**config.mk**
```make
export PLATFORM = sky130hd
export DESIGN_NAME = instruction_encoder
export DESIGN_NICKNAME = d
export VERILOG_FILES = /design/src/rtl/instruction_encoder.sv
export SDC_FILE = /design/constraint.sdc
export NUM_CORES = 1
export LEC_CHECK = 0
export CORE_MARGIN = 4
export CORE_UTILIZATION = 45
export DETAILED_ROUTE_END_ITERATION = 8
export GPL_TIMING_DRIVEN = 0
export PLACE_DENSITY = 0.95
export SYNTH_ARGS = -nofsm -noshare
export SYNTH_HDL_FRONTEND = slang
export SYNTH_SLANG_ARGS = --single-unit
```
**constraint.sdc**
```tcl
create_clock -name clk -period 3.6 [get_ports clk]
set_input_delay 0.54 -clock clk [delete_from_list [all_inputs] [get_ports clk]]
set_output_delay 0.54 -clock clk [all_outputs]
set_load 0.01 [all_outputs]
```
**src/rtl/instruction_encoder.sv**
```systemverilog
// RV32 instruction encoder: packs R/I/S/B fields into a word, substitutes a NOP on
// bad input. Ports: valid/ready field input, valid/ready word output with address.
module instruction_encoder #(
  parameter int ADDR_W = 10
) (
  input  logic              clk,
  input  logic              reset,
  input  logic              in_valid,
  output logic              in_ready,
  input  logic [2:0]        in_fmt,
  input  logic [4:0]        in_rd,
  input  logic [4:0]        in_rs1,
  input  logic [4:0]        in_rs2,
  input  logic [2:0]        in_funct3,
  input  logic [6:0]        in_funct7,
  input  logic [31:0]       in_imm,
  output logic              out_valid,
  input  logic              out_ready,
  output logic [31:0]       out_instr,
  output logic              out_err,
  output logic [ADDR_W-1:0] out_addr,
  output logic [7:0]        err_cnt
);

  localparam logic [31:0] NOP = 32'h0000_0013;

  logic        acc;
  logic        take;
  logic        err;
  logic        i_bad;
  logic        b_bad;
  logic [31:0] enc;
  logic [31:0] imm;
  logic        is_r;
  logic        is_ld;
  logic        is_st;
  logic        is_br;
  logic        is_op;

  assign in_ready = !out_valid || out_ready;
  assign acc      = in_valid && in_ready;
  assign take     = out_valid && out_ready;
  assign imm      = in_imm;

  assign is_r  = in_fmt == 3'd0;
  assign is_ld = in_fmt == 3'd1;
  assign is_st = in_fmt == 3'd2;
  assign is_br = in_fmt == 3'd3;
  assign is_op = in_fmt == 3'd4;

  // 12-bit signed field range for I/S; 13-bit even range for B
  assign i_bad = ($signed(imm) < -32'sd2048) ||
                 ($signed(imm) > 32'sd2047);
  assign b_bad = ($signed(imm) < -32'sd4096) ||
                 ($signed(imm) > 32'sd4094) ||
                 imm[0];

  always_comb begin
    enc = NOP;
    err = 1'b1;
    unique case (1'b1)
      is_r: begin
        enc = {in_funct7, in_rs2, in_rs1,
               in_funct3, in_rd, 7'b0110011};
        err = 1'b0;
      end
      is_ld: begin
        enc = {imm[11:0], in_rs1, in_funct3,
               in_rd, 7'b0000011};
        err = i_bad;
      end
      is_st: begin
        enc = {imm[11:5], in_rs2, in_rs1,
               in_funct3, imm[4:0], 7'b0100011};
        err = i_bad;
      end
      is_br: begin
        enc = {imm[12], imm[10:5], in_rs2,
               in_rs1, in_funct3, imm[4:1],
               imm[11], 7'b1100011};
        err = b_bad;
      end
      is_op: begin
        enc = {imm[11:0], in_rs1, in_funct3,
               in_rd, 7'b0010011};
        err = i_bad;
      end
      default: begin
        enc = NOP;
        err = 1'b1;
      end
    endcase
    if (err) enc = NOP;
  end

  always_ff @(posedge clk or posedge reset) begin
    if (reset) begin
      out_valid <= 1'b0;
      out_instr <= '0;
      out_err   <= 1'b0;
      out_addr  <= '0;
      err_cnt   <= '0;
    end else begin
      if (acc) begin
        out_valid <= 1'b1;
        out_instr <= enc;
        out_err   <= err;
      end else if (take) begin
        out_valid <= 1'b0;
      end
      // address belongs to the word leaving, so it moves on consumption
      if (take) out_addr <= out_addr + ADDR_W'(4);
      if (acc && err && err_cnt != 8'hFF)
        err_cnt <= err_cnt + 8'd1;
    end
  end

endmodule

```
==> results.toml <==
[outcome]
status = "completed"

[layout]
drive_above_1_share_pct = 8.91
syn_to_final_growth_pct = 51.3
fin_nets = 459
n_antenna_cell = 0
num-fill-cells = 406

[timing]
min_period_over_period_pct = 72.2
timing.final.crit_period_ns = 2.60
setup_viol = 0
final.setup_skew_ns = 0.00192
worstMarginPinSlew_ns = 1.20
hold_viol_final = 0
finalSetupTns_ns = 0
rsz0062_at_grt = "no"
max_freq_mhz = 385
whs_ns = 0.485
report.final.slew_viol_count = 0
relSlewSlack_pct = 19.3

[critical_path]
cp_data_arrival_time_ns = 2.78
critical_path.max_stage_delay_ns = 0.44
critPathLaunch = "in_imm[16]"
timing.rr.start = "out_valid"
r2r_setup_slack_ns = 1.66
ff2ff_path_depth = 6
start_kind = "primary input"
cp_num_buf_inv = 1
cp_cell_sequence = "clkdlybuf4s50_1 -> nor4_1 -> and3_1 -> nand3_1 -> or4_1 -> a31o_2 -> nand3_2 -> mux2_2"
required_ns = 3.78
r2r-end = "out_instr[21]"
worst_setup_path_end_kind = "flip-flop"
cp_num_cells = 8
path_delay_family = "simple AND/OR/NAND/NOR gates"
cp-endpoint = "err_cnt[1]"
crit_type = "in2reg"
cp_max_fo = 7
cpMaxStageDelayCell = "clkdlybuf4s50_1"

[clocking]
cts_setup_buffers = 0
root_buffer = "clkbuf_8"
cts_resized = 0
htreeDepth = 2
clkLatencyLatePin_ns = 0.29
clock-sinks = 47
numCtsBuffers = 5
cts_buffer_depth = 2
cts_tree = "built"
hold_buffers = 0
clk_pin_slew_worst_paths_ns = 0.08

[drt]
wire_per_inst_microns = 15.9
routed_wl_microns = 7380
drtIter0Drc = 129
vias = 2530
drt_first_pass_iters = 5
final_antenna_net_count = 0
detail_route.vias_per_cell = 5.44
drc = 0

[power_and_ir_drop]
p_leak_nw = 1.57
vdd_drop_max_mv = 0.338
p_per_area_nw_per_um2 = 409
power_mw = 1.58

[global_routing]
grt_use_total_pct = 21.2
grt_first_pass_wirelength_microns = 12000
grt_max_degree = 35
overflow = 0
grt_pass1_vias = 2509
antenna_found_initial = 0

[logic_synthesis]
ys.flop_type = "dfrtp_1"
synth_edf_count = 0
yosys.cell_types.count = 41
yosysSeqAreaShare_pct = 46.1
synth_area_per_cell_sq_um = 9.38
synth_async_sr_flop_share_pct = 100
syn_inst = 272
ys_ff_latch = 47
ys_warn_count = 0
syn_area_sq_um = 2550

[flow_run]
cap_viol_max_count = 0

[die]
die-area_sq_um = 6940
die_h_microns = 83.3
die_width_microns = 83.3
start_util_pct = 46.3
rows = 27
core-area_sq_um = 5510
io_pins = 117

[placed_design]
hpwlAfterDp_microns = 5870
finalWeightedCongestion = 0.804
io_buffers = 110

[min_path]
hp-class = "reg2reg"
[worst reg2reg max path, stage by stage (launching register included)]
cell	delay, ns
dfrtp_1	0.41
nand2b_1	0.14
and2_1	0.22
clkbuf_1	0.39
clkbuf_1	0.41
nand2_1	0.10
o21ai_0	0.18
[cells in the mapped netlist, types with 6 or more instances]
cell type  instances  share of area, %
nand3_1            7               1.4
dfrtp_1           47                46
nor2b_1           11               2.7
mux2i_1            7               2.7
clkbuf_1          10               1.5
and3_1             6               1.5
o31ai_2           11               5.4
o21ai_0           11               2.2
nand2_1           55               8.1
nand4_1           12               2.9
nor2_1            11               1.6
a21oi_1           11               2.2
o22ai_1            6               1.5
xnor2_1           13               4.5
[state kept, by name (all words and copies together) (netlist names)]
name	count
out_instr	29
err_cnt	8
out_addr	8
out_err	1
out_valid	1
[through the flow]
stage	setup WS (ns)	instances	area, sq um	util [%]
after CTS	1.01	465	3860	70.1
after detailed placement	0.693	458	3770	68.5
after global routing	0.893	465	3860	70.1
after floorplan	1.33	275	2560	-
after global placement	0.760	457	3750	68.2
final	1.00	465	3860	70.1
[layout by cell type (no fill, tap or decap), types with 2 or more instances in the layout]
master / instances
nor2_1: 11
xor2_1: 2
nor2b_1: 11
and3_1: 6
nand2_1: 55
buf_2: 2
a211oi_1: 2
nor3_1: 3
o21ai_1: 3
mux2i_1: 7
clkbuf_1: 10
conb_1: 4
nor4_1: 5
a22oi_1: 5
clkdlybuf4s50_1: 110
o31ai_2: 11
buf_4: 5
dfrtp_1: 47
nand4_2: 2
buf_6: 2
nand2b_1: 3
nand3_1: 7
a31oi_1: 2
clkbuf_8: 6
buf_1: 2
mux2_2: 2
ha_1: 2
o22ai_1: 6
nand4_1: 12
o21ai_0: 11
a21oi_1: 11
xnor2_1: 13
[per-layer routing]
metal | GRT usage (%) | vias to the layer above | share of wire [%]
met3 | 6.05 | 13 | 9.3
met1 | 24.7 | 1193 | 36
met4 | 5.05 | 0 | 1.6
li1 | - | 1205 | -
met5 | 0 | - | 0
met2 | 38.3 | 119 | 53
[how the worst min path moves through the flow]
stage | startpoint | to | slack (ns) | cells past startpoint
final | out_instr[29] | out_instr[29] | 0.49 | 2
after global routing | out_instr[22] | out_instr[22] | 0.50 | 2
after CTS | out_addr[9] | out_addr[9] | 0.49 | 1
after detailed placement | out_instr[29] | out_instr[29] | 0.47 | 2
after global placement | out_err | out_err | 0.46 | 2
after floorplan | out_addr[9] | out_addr[9] | 0.51 | 1
[layout make-up]
class	instances	area (sq um)	area share, %
multi-input combinational	206	1270	32.8
sequential	47	1180	30.5
timing repair buffer	111	1120	29.0
buffer	21	115	2.98
tap	72	90.1	2.33
clock buffer	6	82.6	2.14
clock inverter	1	5.00	0.130
inverter	1	3.75	0.0972
[power by group]
group	leakage [nW]	switching [mW]	internal [mW]	total (mW)
Sequential	0.612	0.0957	0.616	0.711
Clock	0.0470	0.165	0.151	0.315
Combinational	0.914	0.238	0.315	0.553
[kinds of logic after synthesis]
group                      synth area share [%]
buffers and inverters                      4.66
xor gates and xnor gates                   5.15
adders and majority gates                 0.981
AOI/OAI and AO/OA                          16.7
and+or+nand+nor                            22.7
other                                     0.147
muxes                                      3.63
DFF                                        46.1
Power figures use the tool's default switching activity.
